$ cat src/rtl/hazard_pkg.sv
// Shared encodings for the pipeline hazard controller: result-select codes,
// forwarding-mux selects, controller FSM states and the forwarding rule.
package hazard_pkg;

  // Execute-stage result select
  localparam logic [1:0] RES_ALU = 2'b00;
  localparam logic [1:0] RES_MEM = 2'b01;
  localparam logic [1:0] RES_PC4 = 2'b10;
  localparam logic [1:0] RES_IMM = 2'b11;

  // ALU operand forwarding selects
  localparam logic [1:0] FWD_RF  = 2'b00;
  localparam logic [1:0] FWD_MEM = 2'b10;
  localparam logic [1:0] FWD_WB  = 2'b01;

  // Memory-wait controller states
  typedef enum logic [1:0] {
    IDLE     = 2'b00,
    MEM_WAIT = 2'b01,
    ERROR    = 2'b10
  } hz_state_t;

  // Pick the youngest in-flight producer of rs; x0 is never forwarded.
  function automatic logic [1:0] fwd_sel(
    input logic [4:0] rs,
    input logic [4:0] rd_m,
    input logic       wr_m,
    input logic [4:0] rd_w,
    input logic       wr_w
  );
    if (wr_m && (rd_m != 5'd0) && (rd_m == rs)) return FWD_MEM;
    if (wr_w && (rd_w != 5'd0) && (rd_w == rs)) return FWD_WB;
    return FWD_RF;
  endfunction

endpackage

$ cat src/rtl/sat_counter.sv
// Saturating up-counter used for the stall/flush performance counters.
module sat_counter #(
  parameter int WIDTH = 32
) (
  input  logic             clk,
  input  logic             rst,
  input  logic             inc,
  output logic [WIDTH-1:0] count
);

  // Count up on inc, stick at all-ones.
  always_ff @(posedge clk or posedge rst) begin
    if (rst) begin
      count <= '0;
    end else if (inc && (count != {WIDTH{1'b1}})) begin
      count <= count + WIDTH'(1);
    end
  end

endmodule

$ cat src/rtl/hazard_ctrl.sv
// Pipeline hazard controller: operand forwarding, load-use bubble, branch
// flush, and a freeze FSM that holds the pipeline on data-memory wait with a
// sticky timeout. fsm_state exposes the controller state for observation.
module hazard_ctrl
  import hazard_pkg::*;
#(
  parameter int TIMEOUT = 64,
  parameter int CNT_W   = 32
) (
  input  logic             clk,
  input  logic             rst,
  input  logic [4:0]       Rs1D,
  input  logic [4:0]       Rs2D,
  input  logic [4:0]       Rs1E,
  input  logic [4:0]       Rs2E,
  input  logic [4:0]       RdE,
  input  logic [1:0]       ResultSrcE,
  input  logic             PCSrcE,
  input  logic [4:0]       RdM,
  input  logic [4:0]       RdW,
  input  logic             RegWriteM,
  input  logic             RegWriteW,
  input  logic             MemReqM,
  input  logic             DmemReady,
  output logic [1:0]       ForwardAE,
  output logic [1:0]       ForwardBE,
  output logic             StallF,
  output logic             StallD,
  output logic             StallE,
  output logic             StallM,
  output logic             FlushD,
  output logic             FlushE,
  output logic             FlushW,
  output logic             MemTimeout,
  output logic [CNT_W-1:0] StallCount,
  output logic [CNT_W-1:0] FlushCount,
  output logic [1:0]       fsm_state
);

  localparam int WAIT_W = $clog2(TIMEOUT + 1);

  hz_state_t         state;
  hz_state_t         state_next;
  logic [WAIT_W-1:0] wait_cnt;
  logic [WAIT_W-1:0] wait_next;
  logic              timeout_set;
  logic              lw_stall;
  logic              mem_wait;
  logic              hold;

  assign fsm_state = state;

  // Forwarding depends only on the current stage contents, never on the FSM.
  always_comb begin
    ForwardAE = fwd_sel(Rs1E, RdM, RegWriteM, RdW, RegWriteW);
    ForwardBE = fwd_sel(Rs2E, RdM, RegWriteM, RdW, RegWriteW);
  end

  // Next-state and stall/flush decode. A memory wait freezes everything and
  // defers branch/load-use handling; reset masks the wait so stalls drop at once.
  always_comb begin
    lw_stall    = (ResultSrcE == RES_MEM) && (RdE != 5'd0) &&
                  ((RdE == Rs1D) || (RdE == Rs2D));
    mem_wait    = MemReqM && !DmemReady && !rst;
    state_next  = state;
    wait_next   = wait_cnt;
    timeout_set = 1'b0;
    hold        = 1'b0;
    StallF      = lw_stall && !PCSrcE;
    StallD      = lw_stall && !PCSrcE;
    StallE      = 1'b0;
    StallM      = 1'b0;
    FlushD      = PCSrcE;
    FlushE      = lw_stall || PCSrcE;
    FlushW      = 1'b0;
    unique case (state)
      IDLE: begin
        if (mem_wait) begin
          hold = 1'b1;
          if (TIMEOUT <= 1) begin
            state_next  = ERROR;
            timeout_set = 1'b1;
          end else begin
            state_next = MEM_WAIT;
            wait_next  = WAIT_W'(1);
          end
        end
      end
      MEM_WAIT: begin
        if (DmemReady) begin
          state_next = IDLE;
          wait_next  = '0;
        end else begin
          hold = 1'b1;
          if ((int'(wait_cnt) + 1) >= TIMEOUT) begin
            state_next  = ERROR;
            timeout_set = 1'b1;
          end else begin
            wait_next = wait_cnt + WAIT_W'(1);
          end
        end
      end
      ERROR: begin
        hold = 1'b1;
      end
      default: begin
        state_next = IDLE;
        wait_next  = '0;
      end
    endcase
    if (hold) begin
      StallF = 1'b1;
      StallD = 1'b1;
      StallE = 1'b1;
      StallM = 1'b1;
      FlushW = 1'b1;
      FlushD = 1'b0;
      FlushE = 1'b0;
    end
  end

  // State, wait counter and sticky timeout flag.
  always_ff @(posedge clk or posedge rst) begin
    if (rst) begin
      state      <= IDLE;
      wait_cnt   <= '0;
      MemTimeout <= 1'b0;
    end else begin
      state      <= state_next;
      wait_cnt   <= wait_next;
      MemTimeout <= MemTimeout | timeout_set;
    end
  end

  sat_counter #(.WIDTH(CNT_W)) u_stall_cnt (
    .clk   (clk),
    .rst   (rst),
    .inc   (StallF),
    .count (StallCount)
  );

  sat_counter #(.WIDTH(CNT_W)) u_flush_cnt (
    .clk   (clk),
    .rst   (rst),
    .inc   (FlushD || FlushE),
    .count (FlushCount)
  );

endmodule

$ cat config.mk
export PLATFORM = sky130hd
export DESIGN_NAME = hazard_ctrl
export DESIGN_NICKNAME = d
export VERILOG_FILES = /design/src/rtl/hazard_pkg.sv /design/src/rtl/sat_counter.sv /design/src/rtl/hazard_ctrl.sv
export SDC_FILE = /design/constraint.sdc
export NUM_CORES = 1
export LEC_CHECK = 0
export ABC_CLOCK_PERIOD_IN_PS = 5300
export BUFFER_PORTS_ARGS = -buffer_cell sky130_fd_sc_hd__buf_4
export CAP_MARGIN = 5
export CORE_ASPECT_RATIO = 1.75
export CORE_MARGIN = 4
export CORE_UTILIZATION = 40
export DETAILED_ROUTE_END_ITERATION = 7
export HOLD_SLACK_MARGIN = 0.15
export PLACE_DENSITY_LB_ADDON = 0.08
export SETUP_SLACK_MARGIN = 0.4
export SKIP_LAST_GASP = 1
export SLEW_MARGIN = 20
export SYNTH_ARGS = -nofsm -noshare
export SYNTH_HDL_FRONTEND = slang
export SYNTH_SLANG_ARGS = --single-unit
export TNS_END_PERCENT = 10
$ cat constraint.sdc
create_clock -name clk -period 5.3 [get_ports clk]
set_clock_uncertainty 0.05 [all_clocks]
set_input_delay 1.06 -clock clk [delete_from_list [all_inputs] [get_ports clk]]
set_output_delay 1.06 -clock clk [all_outputs]
set_load 0.03 [all_outputs]
==> results of run 1 <==
[cell families after synthesis]
kind of cell,after synthesis,synth area share
adders and majority gates,4,0.01229
and+or+nand+nor,179,0.2461
xor gates and xnor gates,92,0.1978
buffers and inverters,22,0.02673
AOI/OAI and AO/OA,28,0.05192
DFF,74,0.4547
muxes,4,0.01045
[path summary, 6_finish.rpt]
path | to | cells after the start
max in group asynchronous | u_flush_cnt.count[2]$_DFFE_PP0P_ | 3
min in group asynchronous | u_stall_cnt.count[15]$_DFFE_PP0P_ | 2
max | FlushE | 7
max reg2reg | u_stall_cnt.count[1]$_DFFE_PP0P_ | 7
min reg2reg | MemTimeout$_DFF_PP0_ | 1
min | MemTimeout$_DFF_PP0_ | 1
[power groups by stage]
stage	sequential, mW	combinational (mW)	clock [mW]
floorplan	0.826	0.143	0
global placement	0.729	0.416	0
detailed placement	0.732	0.422	0
CTS	0.723	0.422	0.630
global route	0.737	0.450	0.651
finish	0.722	0.416	0.612
[through the flow]
stage	hold WS (ps)	area, um^2	worst slack (ps)
2_1_floorplan	396.0	4073	1193
3_5_place_dp	422.0	5077	1582
5_1_grt	444.1	5395	1406
3_3_place_gp	422.8	5077	1608
6_report	431.5	5395	1589
4_1_cts	439.0	5383	1585
[Yosys cell counts (all sizes together), types with 2 or more instances]
cell	number
a21oi	2
and2	6
and3	11
and4	6
buf	10
dfrtp	74
ha	4
inv	11
mux2	2
mux2i	2
nand2	26
nand2b	3
nand3	33
nand4	28
nor2	25
nor3	19
nor4	11
o21ai	12
o31ai	5
or2	2
or4	5
xnor2	47
xor2	45
[final cells by class]
class | count | share of cell area
Clock buffer | 10 | 0.04429
Clock inverter | 6 | 0.01229
Inverter | 11 | 0.007885
Multi-Input combinational cell | 307 | 0.3915
Sequential cell | 74 | 0.3432
Tap cell | 125 | 0.02899
Timing Repair Buffer | 123 | 0.1718
[state kept, by name, summed over array words and instances, names as in the netlist]
signal / count
MemTimeout: 1
wait_cnt: 7
u_stall_cnt.count: 32
fsm_state: 2
u_flush_cnt.count: 32
[worst reg2reg max path, cell delays in order, from the launching register on]
cell and delay, ps:
dfrtp_1 430, ha_1 250, nand4_1 250, nor2_1 130, and3_1 200, a211oi_4 510, buf_6 250, mux2_2 350
[metal layers]
| metal | global-route usage | wire (um) | up-vias |
|---|---|---|---|
| met4 | 0.07542 | 177 | 0 |
| li1 | - | - | 1669 |
| met1 | 0.2034 | 4026 | 1701 |
| met3 | 0.04765 | 704 | 13 |
| met2 | 0.3322 | 5649 | 115 |
| met5 | 0 | 0 | - |
==> flow_summary.json, run 1 <==
{
  "grt_pass1_wl_mm": 17.64,
  "vdd_drop_max_mv": 0.2979,
  "startpoint": "RdE[1]",
  "power.static_leakage_nw": 2.475,
  "crit_path_frequent_cell": "buf_4",
  "start_util": 0.4110,
  "power_mw": 1.750,
  "finalSetupTns_ps": 0,
  "cp_slowest_stage_delay_ps": 430,
  "crit_type": "input pin to primary output",
  "period_share": 0.7001,
  "die_y_um": 141.5,
  "clockRootBuffer": "clkbuf_16",
  "fmax_mhz": 269.5,
  "post_cts_resized": 0,
  "final_util": 0.5444,
  "drc": 0,
  "ys.flop_type": "dfrtp_1",
  "clkLatencyLatePin_ps": 330,
  "rows": 48,
  "clkSinkCount": 74,
  "grt_max_degree": 47,
  "synth_seq_cells": 74,
  "grt_usage": 0.1844,
  "p_switching_mw": 0.5741,
  "clk_pin_slew_ps": 50,
  "synth_top_area_cell": "dfrtp_1",
  "synthArstFlopShare": 1.000,
  "drv_slew": 0,
  "final-seq-area_mm2": 0.001852,
  "detailed_place_hpwl_mm": 8.281,
  "grt_setup_unrepaired": "no",
  "yosysTopAreaCellShare": 0.4547,
  "cts_hold_buffers": 0,
  "placed_cells_incl_taps": 639,
  "coreArea_mm2": 0.009910,
  "stdcell_count": 656,
  "drt_iter0_drc": 106,
  "syn_area_mm2": 0.004073,
  "setup_violations": 0,
  "grt_overflow_total": 0,
  "synthTopCellsByArea": "dfrtp_1 45%, xnor2_1 10%, xor2_1 9.7%",
  "path_max_fanout": 10,
  "worst_path_dominant_cell_family": "simple AND/OR/NAND/NOR gates",
  "mostFrequentLayoutCell": "buf_4",
  "cp_slowest_cell": "or2_2",
  "wl_mm": 10.56,
  "area_growth_pct": 32.47,
  "p_int_mw": 1.176,
  "numPortBuffers": 121,
  "arrival_ps": 2600,
  "ys_types": 49,
  "antenna_found_initial": 0,
  "yosysWarnings": 0,
  "seq_power_share": 0.413,
  "drv_cap": 0,
  "power_density_mw_per_mm2": 324.4,
  "grt_pass1_vias": 3685,
  "gp_congestion": 0.8114,
  "critPathLaunchType": "input pin",
  "die_width_um": 84.28,
  "multi_input_area_mm2": 0.002112,
  "drt-pass1-iter-count": 4,
  "final_layout_size_suffix_gt1_frac": 0.2938,
  "nFillCells": 933,
  "min_from": "MemTimeout$_DFF_PP0_",
  "nets": 574,
  "htree_num_levels": 3,
  "syn_avg_cell_area_um2": 10.11,
  "maxSlewHeadroom": 0.4524,
  "timing.rr.start": "u_stall_cnt.count[0]$_DFFE_PP0P_",
  "status": "finished clean",
  "cp.required_ps": 4190,
  "vias_per_cell": 5.332,
  "ioPinCount": 122,
  "worstPathCellList": "buf_4 > xor2_1 > nor3_1 > a221oi_1 > or2_2 > inv_1 > buf_4",
  "critPathBufInv": 3,
  "num_antenna_cells": 0,
  "clock_path_buffers": 2,
  "cts_setup_buffers": 0,
  "cts-buffers-inserted": 9,
  "swShare": 0.3280,
  "die_area_mm2": 0.01192,
  "netlist_instances": 403,
  "cts_tree": "yes",
  "tightest_slew_ps": 818.9,
  "pwr-share-comb": 0.238,
  "synthesis.nets": 451,
  "hold_viol": 0,
  "hp-class": "register to register",
  "clkPwrFrac": 0.350,
  "ant_nets": 0,
  "wl_per_cell_um": 16.09,
  "period_minus_slack_ps": 3711,
  "worst_setup_path_end_kind": "primary output",
  "ys_seq_area_frac": 0.4547,
  "timing.reg2reg.setup_slack_ps": 2770,
  "vias": 3498,
  "synth-edff-count": 0,
  "final_cell_mix": "122 x buf_4, 74 x dfrtp_1, 47 x xnor2_1, 45 x xor2_1, 33 x nand3_1"
}
Power figures use the tool's default switching activity.
==> inputs of run 2 (changes only) <==
--- a/config.mk
+++ b/config.mk
@@ -5,7 +5,7 @@
 export SDC_FILE = /design/constraint.sdc
 export NUM_CORES = 1
 export LEC_CHECK = 0
-export ABC_CLOCK_PERIOD_IN_PS = 5300
+export ABC_CLOCK_PERIOD_IN_PS = 3200
 export BUFFER_PORTS_ARGS = -buffer_cell sky130_fd_sc_hd__buf_4
 export CAP_MARGIN = 5
 export CORE_ASPECT_RATIO = 1.75
==> constraint.sdc (replaced) <==
create_clock -name clk -period 3.2 [get_ports clk]
set_clock_uncertainty 0.05 [all_clocks]
set_input_delay 0.64 -clock clk [delete_from_list [all_inputs] [get_ports clk]]
set_output_delay 0.64 -clock clk [all_outputs]
set_load 0.03 [all_outputs]
==> flow_summary.json, run 2 (synthesized netlist as in run 1, its figures left out) <==
{
  "seq_power_share": 0.410,
  "drv_slew": 0,
  "stdcell_count": 660,
  "placed_cells_incl_taps": 643,
  "grt_usage": 0.1879,
  "path_max_fanout": 3,
  "nFillCells": 929,
  "ant_nets": 0,
  "vias": 3506,
  "num_antenna_cells": 0,
  "area_growth_pct": 34.32,
  "clockRootBuffer": "clkbuf_16",
  "die_width_um": 84.28,
  "final_cell_mix": "126 x buf_4, 74 x dfrtp_1, 47 x xnor2_1, 45 x xor2_1, 33 x nand3_1",
  "cp_slowest_stage_delay_ps": 540,
  "wl_mm": 11.00,
  "worstPathCellList": "buf_4 > or4_1 > o21ai_2 > nor4_2 > nor4_2 > buf_4",
  "arrival_ps": 2030,
  "period_share": 0.8514,
  "grt_overflow_total": 0,
  "status": "finished clean",
  "timing.rr.start": "u_flush_cnt.count[0]$_DFFE_PP0P_",
  "cp.required_ps": 2510,
  "tightest_slew_ps": 847.2,
  "numPortBuffers": 121,
  "vdd_drop_max_mv": 0.5354,
  "r2r-end": "u_flush_cnt.count[1]$_DFFE_PP0P_",
  "clkLatencyLatePin_ps": 330,
  "drv_cap": 0,
  "grt_pass1_wl_mm": 18.08,
  "swShare": 0.3377,
  "power_mw": 2.929,
  "cts-buffers-inserted": 9,
  "reg_top3": "u_flush_cnt.count (32), u_stall_cnt.count (32), wait_cnt (7)",
  "grt_max_degree": 38,
  "final_layout_size_suffix_gt1_frac": 0.3121,
  "die_y_um": 141.5,
  "drt-pass1-iter-count": 4,
  "clk_pin_slew_ps": 60,
  "cp_slowest_cell": "or4_1",
  "hold_slack_ps": 285.7,
  "wl_per_cell_um": 16.66,
  "power.static_leakage_nw": 2.509,
  "clkPwrFrac": 0.348,
  "ioPinCount": 122,
  "hold_viol": 0,
  "die_area_mm2": 0.01192,
  "worst_setup_path_end_kind": "primary output",
  "crit_type": "input pin to primary output",
  "htree_num_levels": 3,
  "mostFrequentLayoutCell": "buf_4",
  "period_minus_slack_ps": 2724,
  "start_util": 0.4110,
  "p_switching_mw": 0.9891,
  "power_density_mw_per_mm2": 535.5,
  "pwr-share-comb": 0.242,
  "drt_iter0_drc": 126,
  "cts_hold_buffers": 0,
  "critPathBufInv": 2,
  "cts_tree": "yes",
  "finalSetupTns_ps": 0,
  "antenna_found_initial": 0,
  "timing.reg2reg.setup_slack_ps": 730,
  "vias_per_cell": 5.312,
  "clock_path_buffers": 2,
  "post-place-ws_ps": 343.8,
  "grt_setup_unrepaired": "yes",
  "detailed_place_hpwl_mm": 8.546,
  "maxSlewHeadroom": 0.4309,
  "grt_pass1_vias": 3597,
  "fin_ws_ps": 475.6,
  "gp_congestion": 0.8125,
  "p_int_mw": 1.940,
  "coreArea_mm2": 0.009910,
  "drc": 0,
  "fmax_mhz": 367.1,
  "worst_path_dominant_cell_family": "simple AND/OR/NAND/NOR gates",
  "rows": 48,
  "hp-class": "input pin to asynchronous set/reset pin",
  "clkSinkCount": 74,
  "critPathLaunchType": "input pin",
  "nets": 578,
  "setup_violations": 0,
  "ff2ff_path_depth": 5
}
-- run 2: cell types whose count changed in the layout (fill, tap and decap cells not counted), moves of 2 or more --
cell and delta:
nor4_1 -3, o21ai_0 -2, nor3_1 -2, inv_6 +2, nor3_2 +2, buf_4 +4
nor4_2 +3
-- run 2: worst max path at each step --
stage	from	to	cells past startpoint
2_1_floorplan	RdM[1]	ForwardAE[0]	4
3_3_place_gp	RdE[1]	FlushE	7
3_5_place_dp	RdM[1]	ForwardAE[0]	6
4_1_cts	RdE[1]	FlushE	7
5_1_grt	RdM[1]	ForwardAE[0]	6
6_report	RdM[1]	ForwardAE[0]	6
-- run 2: layout make-up --
class | count | area, um^2 | share of cell area
multi-input combinational | 307 | 2153 | 0.3936
sequential | 74 | 1852 | 0.3385
timing repair buffer | 127 | 965.9 | 0.1766
clock buffer | 9 | 225.2 | 0.04117
tap | 125 | 156.4 | 0.02859
clock inverter | 7 | 76.32 | 0.01395
inverter | 11 | 41.29 | 0.007548
-- run 2: worst reg2reg max path, stage by stage, from the launching register on --
cell     delay, ps
dfrtp_1        470
ha_1           310
and3_4         220
and4_1         240
nor3_1         660
mux2_2         410
-- run 2: per-stage QoR --
| step | util | area (um^2) |
|---|---|---|
| after detailed placement | 0.5186 | 5139 |
| after floorplan | - | 4091 |
| after global routing | 0.5520 | 5470 |
| after global placement | 0.5186 | 5139 |
| final | 0.5520 | 5470 |
| after CTS | 0.5490 | 5440 |
-- run 2: power by group through the flow --
| stage | sequential [mW] | combinational, mW | clock, mW |
|---|---|---|---|
| 4_1_cts | 1.20 | 0.713 | 1.04 |
| 3_5_place_dp | 1.22 | 0.711 | 0 |
| 5_1_grt | 1.23 | 0.763 | 1.08 |
| 2_1_floorplan | 1.37 | 0.239 | 0 |
| 6_report | 1.20 | 0.709 | 1.02 |
| 3_3_place_gp | 1.21 | 0.697 | 0 |
-- run 2: layer usage --
metal,wire [um],GRT usage
met1,4200,0.2198
met2,6057,0.3393
met3,504,0.03312
met4,235,0.06949
met5,0,0
-- run 2: what timing repair did --
action / in CTS / in global routing
setup endpoints to repair: 2 / 2
resized for setup: 1 / 5
buffers inserted: 0 / 1
pin swaps: 0 / 1
cloned: 0 / 0
